### src/rtl/aim65_ram_arbiter_pkg.sv
// rtl/aim65_ram_arbiter_pkg.sv - shared types and sizes for the AIM-65 RAM arbiter
package aim65_arb_pkg;

  localparam int AIM65_RAM_AW   = 15;
  localparam int AIM65_RAM_DW   = 8;
  localparam int ARB_WAIT_CNT_W = 4;

  typedef enum logic [1:0] {
    ARB_IDLE = 2'd0,
    ARB_WAIT = 2'd1,
    ARB_ACK  = 2'd2
  } arb_state_t;

endpackage

### src/rtl/aim65_ram_arbiter_sat_counter.sv
// rtl/aim65_ram_arbiter_sat_counter.sv - up counter that sticks at all-ones
module aim65_sat_counter #(
  parameter int WIDTH = 4
) (
  input  logic             cpu_clk,
  input  logic             reset,
  input  logic             inc,
  input  logic             clr,
  output logic [WIDTH-1:0] count
);

  always_ff @(posedge cpu_clk) begin
    if (reset || clr) begin
      count <= '0;
    end else if (inc && (count != {WIDTH{1'b1}})) begin
      count <= count + WIDTH'(1);
    end
  end

endmodule

### src/rtl/aim65_ram_arbiter.sv
// rtl/aim65_ram_arbiter.sv - shares system RAM between the 65C02 and a DMA port
// Optional statistics outputs (steal_cnt, dma_cnt) are built when AIM65_ARB_STATS_EN is defined.
module aim65_ram_arbiter
  import aim65_arb_pkg::*;
#(
  parameter int ADDR_WIDTH = AIM65_RAM_AW,
  parameter int DATA_WIDTH = AIM65_RAM_DW,
  parameter int MAX_WAIT   = 4
) (
  input  logic                  cpu_clk,
  input  logic                  reset,
  input  logic                  cpu_cs,
  input  logic                  cpu_rw,
  input  logic [ADDR_WIDTH-1:0] cpu_addr,
  input  logic [DATA_WIDTH-1:0] cpu_wdata,
  output logic                  cpu_rdy,
  output logic [DATA_WIDTH-1:0] cpu_rdata,
  input  logic                  dma_req,
  input  logic                  dma_we,
  input  logic [ADDR_WIDTH-1:0] dma_addr,
  input  logic [DATA_WIDTH-1:0] dma_wdata,
  output logic                  dma_ack,
  output logic [DATA_WIDTH-1:0] dma_rdata,
  output logic                  ram_cs,
  output logic                  ram_rw,
  output logic [ADDR_WIDTH-1:0] ram_addr,
  output logic [DATA_WIDTH-1:0] ram_din,
  input  logic [DATA_WIDTH-1:0] ram_dout
`ifdef AIM65_ARB_STATS_EN
  ,
  output logic [15:0]           steal_cnt,
  output logic [15:0]           dma_cnt
`endif
);

  arb_state_t                state;
  logic [ARB_WAIT_CNT_W-1:0] wait_cnt;
  logic                      grant;
  logic                      cpu_sel_q;
  logic [DATA_WIDTH-1:0]     cpu_hold_q;
  logic [DATA_WIDTH-1:0]     dma_rdata_q;

  // A waiting request takes any cycle the CPU leaves free, and steals once it has waited long enough.
  assign grant = (state == ARB_WAIT) &&
                 (!cpu_cs || (wait_cnt >= ARB_WAIT_CNT_W'(MAX_WAIT)));

  assign ram_cs   = grant ? 1'b1      : cpu_cs;
  assign ram_rw   = grant ? ~dma_we   : cpu_rw;
  assign ram_addr = grant ? dma_addr  : cpu_addr;
  assign ram_din  = grant ? dma_wdata : cpu_wdata;

  assign cpu_rdy   = ~(grant & cpu_cs);
  assign cpu_rdata = cpu_sel_q ? ram_dout : cpu_hold_q;
  assign dma_rdata = ((state == ARB_ACK) && !dma_we) ? ram_dout : dma_rdata_q;

  aim65_sat_counter #(.WIDTH(ARB_WAIT_CNT_W)) u_wait_cnt (
    .cpu_clk (cpu_clk),
    .reset   (reset),
    .inc     ((state == ARB_WAIT) && !grant),
    .clr     (state == ARB_IDLE),
    .count   (wait_cnt)
  );

  always_ff @(posedge cpu_clk) begin
    if (reset) begin
      state       <= ARB_IDLE;
      dma_ack     <= 1'b0;
      dma_rdata_q <= '0;
      cpu_sel_q   <= 1'b0;
      cpu_hold_q  <= '0;
    end else begin
      dma_ack <= 1'b0;
      case (state)
        ARB_IDLE: if (dma_req) state <= ARB_WAIT;
        ARB_WAIT: if (grant) begin
          state   <= ARB_ACK;
          dma_ack <= 1'b1;
        end
        default:  state <= ARB_IDLE;
      endcase
      cpu_sel_q <= cpu_cs & cpu_rw & ~grant;
      if (cpu_sel_q) cpu_hold_q <= ram_dout;
      if ((state == ARB_ACK) && !dma_we) dma_rdata_q <= ram_dout;
    end
  end

`ifdef AIM65_ARB_STATS_EN
  aim65_sat_counter #(.WIDTH(16)) u_steal_cnt (
    .cpu_clk (cpu_clk),
    .reset   (reset),
    .inc     (~cpu_rdy),
    .clr     (1'b0),
    .count   (steal_cnt)
  );

  aim65_sat_counter #(.WIDTH(16)) u_dma_cnt (
    .cpu_clk (cpu_clk),
    .reset   (reset),
    .inc     (dma_ack),
    .clr     (1'b0),
    .count   (dma_cnt)
  );
`endif

endmodule

### config.mk
export PLATFORM = sky130hd
export DESIGN_NAME = aim65_ram_arbiter
export DESIGN_NICKNAME = d
export VERILOG_FILES = /design/src/rtl/aim65_ram_arbiter_pkg.sv /design/src/rtl/aim65_ram_arbiter_sat_counter.sv /design/src/rtl/aim65_ram_arbiter.sv
export SDC_FILE = /design/constraint.sdc
export NUM_CORES = 1
export LEC_CHECK = 0
export CORE_ASPECT_RATIO = 1.25
export CORE_MARGIN = 3
export CORE_UTILIZATION = 33
export CTS_CLUSTER_DIAMETER = 150
export CTS_CLUSTER_SIZE = 14
export DETAILED_ROUTE_END_ITERATION = 6
export PLACE_DENSITY_LB_ADDON = 0.25
export SKIP_CTS_REPAIR_TIMING = 1
export SLEW_MARGIN = 30
export SYNTH_ARGS = -nofsm -noshare
export SYNTH_HDL_FRONTEND = slang
export SYNTH_SLANG_ARGS = --single-unit
### constraint.sdc
create_clock -name cpu_clk -period 2 [get_ports cpu_clk]
set_input_delay 0.5 -clock cpu_clk [delete_from_list [all_inputs] [get_ports cpu_clk]]
set_output_delay 0.5 -clock cpu_clk [all_outputs]
set_load 0.01 [all_outputs]
Yosys cells after proc, flatten, opt, wreduce, memory -nomap -nowiden
Cells that the tools add are included.
{"block": "op_classes", "order_cmp": 1, "n_bitwise": 7, "eq_ne": 5, "n_addsub": 1, "n_mux": 10, "n_reduce_logical": 12}
{"operator": "$mux 8", "n": 3}
{"operator": "$mux 15", "n": 1}
{"operator": "$add 4x1->4 const B", "n": 1}
{"operator": "$ge 4x3->1 const B", "n": 1}
{"operator": "$logic_and 1x1->1", "n": 4}
{"operator": "$mux 2", "n": 2}
{"operator": "$ne 2x2->1 const B", "n": 2}
{"operator": "$ne 4x4->1 const B", "n": 1}
{"operator": "$not 1->1", "n": 4}
{"operator": "$pmux 2 s2", "n": 1}
{"operator": "$and 1x1->1", "n": 3}
{"operator": "$logic_not 1->1", "n": 3}
{"operator": "$mux 1", "n": 3}
{"operator": "$eq 2x1->1 const B", "n": 1}
{"operator": "$eq 2x2->1 const B", "n": 1}
{"operator": "$logic_not 2->1", "n": 1}
{"operator": "$logic_or 1x1->1", "n": 2}
{"operator": "$reduce_and 2->1", "n": 1}
{"operator": "$reduce_or 2->1", "n": 1}
{"block": "word_totals", "elab_cells": 42, "inputBits": 60, "out_inout_bits": 43, "regBits": 24}

Longest topological paths before layout
Gate-level depths: netlist of run 1.
{"block": "depth", "ltp_word": 6, "depth_mapped": 4, "mapped_depth_nobuf": 3}

By module
A second synthesis of run 1 with hierarchy kept.
{"block": "hier_totals", "cells_unflattened": 117, "hier_area_um2": 1385.1}
{"mod": "aim65_ram_arbiter", "instances": 1, "area_per_inst_um2": 1174.9, "seq_area_each_um2": 400.4, "cells_per_inst": 96}
{"mod": "aim65_sat_counter", "instances": 1, "area_per_inst_um2": 210.2, "seq_area_each_um2": 80.1, "cells_per_inst": 21}

Worst setup path before layout of run 1
No wires, ideal clock.
{"block": "synth_path", "path_type": "input to output", "from": "input port cpu_cs", "to": "output port ram_addr[10]", "path_buffers": 1, "path_stages": 4, "slack_ns": 0.108, "arrival_ns": 1.392, "t_required_ns": 1.500, "path_cell_list": "nor3b_4 nor2_4 buf_6 mux2_4"}
{"block": "synth_via", "elab_chain_cells": 4}
{"element": "start: declaration", "line_no": "aim65_ram_arbiter.sv:12", "source": "input logic cpu_cs,"}
{"element": "$logic_not 1->1", "line_no": "aim65_ram_arbiter.sv:45", "source": "(!cpu_cs || (wait_cnt >= ARB_WAIT_CNT_W'(MAX_WAIT)));"}
{"element": "$logic_or 1x1->1", "line_no": "aim65_ram_arbiter.sv:45"}
{"element": "$logic_and 1x1->1", "line_no": "aim65_ram_arbiter.sv:44", "source": "assign grant = (state == ARB_WAIT) &&"}
{"element": "$mux 15", "line_no": "aim65_ram_arbiter.sv:49", "source": "assign ram_addr = grant ? dma_addr : cpu_addr;"}
{"element": "end: declaration", "line_no": "aim65_ram_arbiter.sv:26", "source": "output logic [ADDR_WIDTH-1:0] ram_addr,"}
No other way between the ends.

Worst setup path in the final report of run 1
{"block": "layout_path", "from": "register state[1]", "to": "output port ram_addr[11]"}
{"block": "layout_via", "elab_chain_cells": 3}
{"element": "start: declaration", "line_no": "aim65_ram_arbiter.sv:36", "source": "arb_state_t state;"}
{"element": "start signal: assignment", "line_no": "aim65_ram_arbiter.sv:66", "source": "state <= ARB_IDLE;"}
{"element": "start signal: assignment", "line_no": "aim65_ram_arbiter.sv:74", "source": "ARB_IDLE: if (dma_req) state <= ARB_WAIT;"}
{"element": "start signal: assignment", "line_no": "aim65_ram_arbiter.sv:76", "source": "state <= ARB_ACK;"}
{"element": "$eq 2x1->1", "line_no": "aim65_ram_arbiter.sv:44"}
{"element": "$logic_and 1x1->1", "line_no": "aim65_ram_arbiter.sv:44"}
{"element": "$mux 15", "line_no": "aim65_ram_arbiter.sv:49"}
No other way between the ends.

==> results.json, run 1 <==
{
  "start_util_pct": 34.56,
  "synth_fa_ha_area_share_pct": 0.9488,
  "crit_chain": "nand2b_4 > nor2_4 > buf_12 > buf_8 > mux2_4 > buf_6",
  "clock_skew_ns": 0.001535,
  "setup_viol": 23,
  "hold_viol_final": 0,
  "fin_nets": 298,
  "ys_seq_elements": 24,
  "syn_avg_cell_area_um2": 11.77,
  "setup_tns_ns": -3.341,
  "grt-ovfl-total": 0,
  "ys_seq_area_share_pct": 36.43,
  "core.rowCount": 25,
  "dp_cells": 276,
  "drc": 0,
  "cp_max_fo": 5,
  "reg2reg_slack_ns": 0.53,
  "cpPeakStageDelay_ns": 0.33,
  "dp_slack_ns": -0.8000,
  "clock.fmax_mhz": 458.1,
  "required_ns": 1.50,
  "startpoint": "state[1]$_SDFFE_PP0P_",
  "ios": 103,
  "setup_ws_ns": -0.1829,
  "fin_util_pct": 73.08,
  "fin_cells": 290,
  "cts.sinks": 24,
  "reg2reg_from": "u_wait_cnt.count[2]$_SDFFE_PP0P_",
  "final.min_clock_period_ns": 2.183,
  "final_max_slew_viol_count": 0,
  "power_w": 0.001274,
  "slowest_stage": "dfxtp_2",
  "switchingPower_w": 0.0003001,
  "setup.worst_path.class": "flip-flop to output pin",
  "slew_headroom_pct": 81.29,
  "clk_latency_ns": 0.26,
  "cp-endpoint": "ram_addr[11]",
  "p_seq_share_pct": 38.8,
  "synth_cells": 112,
  "synth_nets": 173,
  "synth_xor_area_share_pct": 0,
  "synth_simple_gate_area_share_pct": 17.84,
  "fillers": 277,
  "syn_area_um2": 1319,
  "drt_first_iter_violations": 51,
  "htree_levels": 1,
  "clockBufferDepth": 2,
  "firstDrtPassIters": 2,
  "viasPerCell": 4.700,
  "dp_hpwl_um": 3659,
  "area_delta_synth_final_pct": 111.5,
  "hold_path_class": "flip-flop to flip-flop",
  "worst_slew_pin_slew_ns": 0.2800,
  "register_area_um2": 485.5,
  "numPortBuffers": 102,
  "ant_nets": 0,
  "drv_cap": 0,
  "antennaDiodeCount": 0,
  "synthDistinctLibCells": 24,
  "cts_buffers": 3,
  "r2r_end": "u_wait_cnt.count[0]$_SDFFE_PP0P_",
  "synth.area.mux_share_pct": 38.14,
  "grt_first_pass_wirelength_um": 6920,
  "ir_drop_uv": 448.7,
  "die_h_um": 76.68,
  "tritoncts": "done",
  "synth-compound-area-share_pct": 4.080,
  "layout_worst_path_cycle_share_pct": 109.1,
  "p_int_w": 0.0009736,
  "powerDensity_nw_per_um2": 456.7,
  "ff2ff_path_depth": 6,
  "status": "complete, but fails checks",
  "synth_top_family_by_area": "multiplexers",
  "clk_pin_slew_ns": 0.08,
  "vias": 1363,
  "power_leakage_nw": 1.337,
  "coreArea_um2": 3816,
  "pwr-share-comb_pct": 36.2,
  "startpoint_type": "flip-flop",
  "grt_pass1_vias": 1350,
  "die_area_um2": 4796,
  "antenna_found_initial": 0,
  "track_usage_pct": 17.83,
  "layout-drive-gt1-share_pct": 48.31,
  "wl_per_cell_um": 17.32,
  "grt_max_degree": 25,
  "rsz0062_at_grt": "yes",
  "switching_share_pct": 23.56,
  "critPathCaptureType": "output pin",
  "violations": "setup timing",
  "gp_congestion": 0.8746,
  "wl_um": 5023,
  "min_from": "u_wait_cnt.count[3]$_SDFFE_PP0P_",
  "yosys_warnings": 0,
  "dieWidth_um": 62.54,
  "power.share.clock_pct": 25.0,
  "root_buffer": "clkbuf_8",
  "critPathArrivalTime_ns": 1.68,
  "multi_input_area_um2": 878.3
}
[cells in the mapped netlist]
cell,n,share of area (%)
and2_1,1,0.47
nor3b_4,2,2.8
ha_1,1,0.95
nor2_4,1,0.85
a21oi_1,2,0.76
mux2_4,17,19
o21ai_0,1,0.38
nand2b_1,2,0.95
nor3_1,4,1.5
clkbuf_1,3,0.85
dfxtp_1,24,36
or3b_2,1,0.66
o211ai_1,1,0.57
a21boi_0,1,0.57
nor2_1,2,0.57
a31oi_1,1,0.47
nand3_1,1,0.38
a22oi_1,1,0.57
o21ba_2,1,0.76
nor2b_1,17,8.1
mux2_2,22,19
buf_6,2,1.7
nand2_1,3,0.85
nand4b_1,1,0.66
[through the flow]
| stage | instance area, um2 | hold WS (ns) |
|---|---|---|
| floorplan | 1319 | 0.4607 |
| detailed placement | 2496 | 0.5009 |
| CTS | 2551 | 0.5123 |
| global placement | 2496 | 0.4717 |
| finish | 2789 | 0.5067 |
| global route | 2789 | 0.5131 |
[worst min-delay path by stage]
stage,cells past startpoint,slack (ns),endpoint
after detailed placement,2,0.50,u_wait_cnt.count[1]$_SDFFE_PP0P_
after global routing,1,0.51,u_wait_cnt.count[3]$_SDFFE_PP0P_
final,1,0.51,u_wait_cnt.count[3]$_SDFFE_PP0P_
after floorplan,2,0.46,u_wait_cnt.count[0]$_SDFFE_PP0P_
after global placement,2,0.47,u_wait_cnt.count[1]$_SDFFE_PP0P_
after CTS,2,0.51,u_wait_cnt.count[1]$_SDFFE_PP0P_
[worst max-delay path, delay by kind of cell (launching register included)]
family | cells | cell delay, ns
multiplexers | 1 | 0.30
flip-flops | 1 | 0.33
buffers and inverters | 3 | 0.38
AND/OR/NAND/NOR | 2 | 0.41
[sequential cells by signal (all words and copies together), names as in the netlist]
register,cells
cpu_hold_q,8
dma_rdata_q,8
u_wait_cnt.count,4
state,2
cpu_sel_q,1
dma_ack,1
[placed cells by master, fill, tap and decap left out, types with 2 or more instances in the layout]
| cell type | netlist | routed |
|---|---|---|
| clkdlybuf4s50_1 | 0 | 58 |
| buf_6 | 2 | 33 |
| mux2_4 | 17 | 30 |
| dfxtp_1 | 24 | 20 |
| nor2b_1 | 17 | 17 |
| buf_4 | 0 | 13 |
| mux2_2 | 22 | 9 |
| dlymetal6s2s_1 | 0 | 9 |
| nor3_1 | 4 | 4 |
| clkbuf_8 | 0 | 4 |
| clkbuf_2 | 0 | 4 |
| dfxtp_2 | 0 | 4 |
| buf_2 | 0 | 3 |
| nor3b_4 | 2 | 2 |
| a21oi_2 | 0 | 2 |
| nor2_1 | 2 | 2 |
| nand2_1 | 3 | 2 |
| clkbuf_16 | 0 | 2 |
| buf_12 | 0 | 2 |
[layout make-up]
class	count	area share [%]
tap	54	2.423
multi-input combinational	83	31.49
timing repair buffer	125	46.70
clock buffer	4	1.974
sequential	24	17.41
[logic make-up after synthesis]
family          after synthesis
simple gates                 35
flops                        24
compound gates                8
buf+inv                       5
mux                          39
fa+ha+maj                     1
[power by group through the flow]
| stage | clock network (W) | registers, W | logic, W |
|---|---|---|---|
| 2_1_floorplan | 0 | 0.000504 | 0.000151 |
| 3_3_place_gp | 0 | 0.000504 | 0.000401 |
| 3_5_place_dp | 0 | 0.000505 | 0.000408 |
| 4_1_cts | 0.000328 | 0.000493 | 0.000411 |
| 5_1_grt | 0.000349 | 0.000496 | 0.000485 |
| 6_report | 0.000319 | 0.000495 | 0.000460 |
[routing by layer]
layer  part of all wire [%]  vias up  global-route usage [%]
li1                       -      644                       -
met1                     36      639                   19.30
met2                     51       76                   33.51
met3                     11        4                   6.735
met4                    1.4        0                   1.987
met5                      0        -                       0
No activity file was read; power rests on OpenSTA's default activity.
==> inputs of run 2 (changes only) <==
- CORE_MARGIN: 3 -> unset
- SETUP_SLACK_MARGIN: unset -> 0.1
==> run 2 against run 1 <==
The flow still finishes with violations (setup timing). Count of clock-buffer cells in the layout is 1 lower. Final area is 5.3% lower. Clock power is 29% higher. Flip-flop and latch count stayed put. Combinational power is 11% lower. First-iteration DRC count is 35% lower. Sequential share of layout area is 1.1 points higher. Highest routed layer unchanged. Register-to-register slack better by 0.03 ns.
==> results.json, run 2 (synthesized netlist as in run 1, its figures left out) <==
{
  "ios": 103,
  "ir_drop_uv": 418.7,
  "dp_slack_ns": -0.8435,
  "antenna_found_initial": 0,
  "track_usage_pct": 19.45,
  "root_buffer": "clkbuf_8",
  "firstDrtPassIters": 4,
  "final_cell_area_um2": 2641,
  "hold_viol_final": 0,
  "clock_skew_ns": 0.006467,
  "power_leakage_nw": 1.221,
  "viasPerCell": 4.544,
  "start_util_pct": 34.56,
  "numPortBuffers": 102,
  "grt_first_pass_wirelength_um": 6196,
  "grt_max_degree": 17,
  "final.min_clock_period_ns": 2.185,
  "layout_worst_path_cycle_share_pct": 109.2,
  "tritoncts": "done",
  "cts.sinks": 24,
  "cts_buffers": 3,
  "final_max_slew_viol_count": 0,
  "layout-drive-gt1-share_pct": 47.64,
  "fin_nets": 295,
  "critPathArrivalTime_ns": 1.68,
  "startpoint_type": "flip-flop",
  "vias": 1304,
  "dp_hpwl_um": 3550,
  "cp_max_fo": 7,
  "place_area_um2": 2521,
  "grt_pass1_vias": 1300,
  "grt-ovfl-total": 0,
  "final_cell_mix": "58 x clkdlybuf4s50_1, 27 x mux2_4, 21 x clkbuf_2",
  "wl_um": 4511,
  "clockBufferDepth": 2,
  "drc": 0,
  "htree_levels": 1,
  "clock.fmax_mhz": 457.7,
  "powerDensity_nw_per_um2": 498.0,
  "drt_first_iter_violations": 33,
  "worst_slew_pin_slew_ns": 0.2496,
  "slew_headroom_pct": 83.31,
  "fillers": 300,
  "core.rowCount": 25,
  "final_common_cell": "clkdlybuf4s50_1",
  "hold_path_class": "flip-flop to flip-flop",
  "coreArea_um2": 3816,
  "setup_tns_ns": -1.791,
  "antennaDiodeCount": 0,
  "setup_ws_ns": -0.1847,
  "area_delta_synth_final_pct": 100.3,
  "reg_top3": "cpu_hold_q: 8 flops, dma_rdata_q: 8 flops, u_wait_cnt.count: 4 flops",
  "clk_pin_slew_ns": 0.08,
  "drv_cap": 0,
  "setup_viol": 31,
  "gp_congestion": 0.8339,
  "ant_nets": 0,
  "fin_util_pct": 69.21,
  "status": "complete, but fails checks",
  "violations": "setup timing",
  "die_area_um2": 4255,
  "required_ns": 1.50,
  "rsz0062_at_grt": "yes",
  "die_h_um": 72.68,
  "whs_ns": 0.4945,
  "dieWidth_um": 58.54,
  "critPathCaptureType": "output pin",
  "clk_latency_ns": 0.26,
  "wl_per_cell_um": 15.72,
  "setup.worst_path.class": "flip-flop to output pin"
}
-- run 2: cell types whose count changed in the layout (fill, tap and decap cells not counted), sizes merged --
cell,change
buf,-16
clkbuf,+14
bufinv,+1
dlymetal6s2s,-2
-- run 2: power breakdown --
group / leakage [nW] / switching (W) / internal [W] / total [W]
sequential: 0.197 / 0.00000609 / 0.000489 / 0.000495
clock: 0.0357 / 0.000143 / 0.000267 / 0.000410
combinational: 0.988 / 0.000141 / 0.000270 / 0.000410
-- run 2: routing by layer --
layer  vias to the layer above  GRT usage [%]  wire length (um)
met1                       590          23.77              1871
met2                        78          33.97              2204
met5                         -              0                 0
met3                         2          5.142               426
li1                        634              -                 -
met4                         0          4.233                 8
-- run 2: critical path, stage by stage (launching register included) --
cell	delay [ns]
dfxtp_2	0.34
nor3b_4	0.25
nor2_4	0.07
buf_12	0.14
buf_6	0.11
buf_6	0.10
mux2_4	0.29
buf_6	0.12
-- run 2: worst paths after layout --
path / slack (ns) / cells past startpoint / end / start
setup / recovery: -0.18 / 7 / ram_addr[2] / u_wait_cnt.count[2]$_SDFFE_PP0P_
hold / removal: 0.49 / 2 / u_wait_cnt.count[1]$_SDFFE_PP0P_ / u_wait_cnt.count[1]$_SDFFE_PP0P_
setup reg to reg: 0.56 / 5 / u_wait_cnt.count[0]$_SDFFE_PP0P_ / u_wait_cnt.count[2]$_SDFFE_PP0P_
hold reg to reg: 0.49 / 2 / u_wait_cnt.count[1]$_SDFFE_PP0P_ / u_wait_cnt.count[1]$_SDFFE_PP0P_
-- run 2: per-stage QoR --
step / cells / power [W]
6_report: 287 / 0.001315
3_3_place_gp: 276 / 0.0009133
5_1_grt: 287 / 0.001373
2_1_floorplan: 112 / 0.0006554
4_1_cts: 280 / 0.001333
3_5_place_dp: 276 / 0.0009197
-- run 2: cell type report --
cell class / count / area [um2] / area share, %
clock buffers: 3 / 41.29 / 1.563
clock inverters: 1 / 30.03 / 1.137
multi-input cells: 83 / 853.3 / 32.31
flip-flops and latches: 24 / 488.0 / 18.47
well taps: 54 / 67.56 / 2.558
repair buffers: 122 / 1161 / 43.96
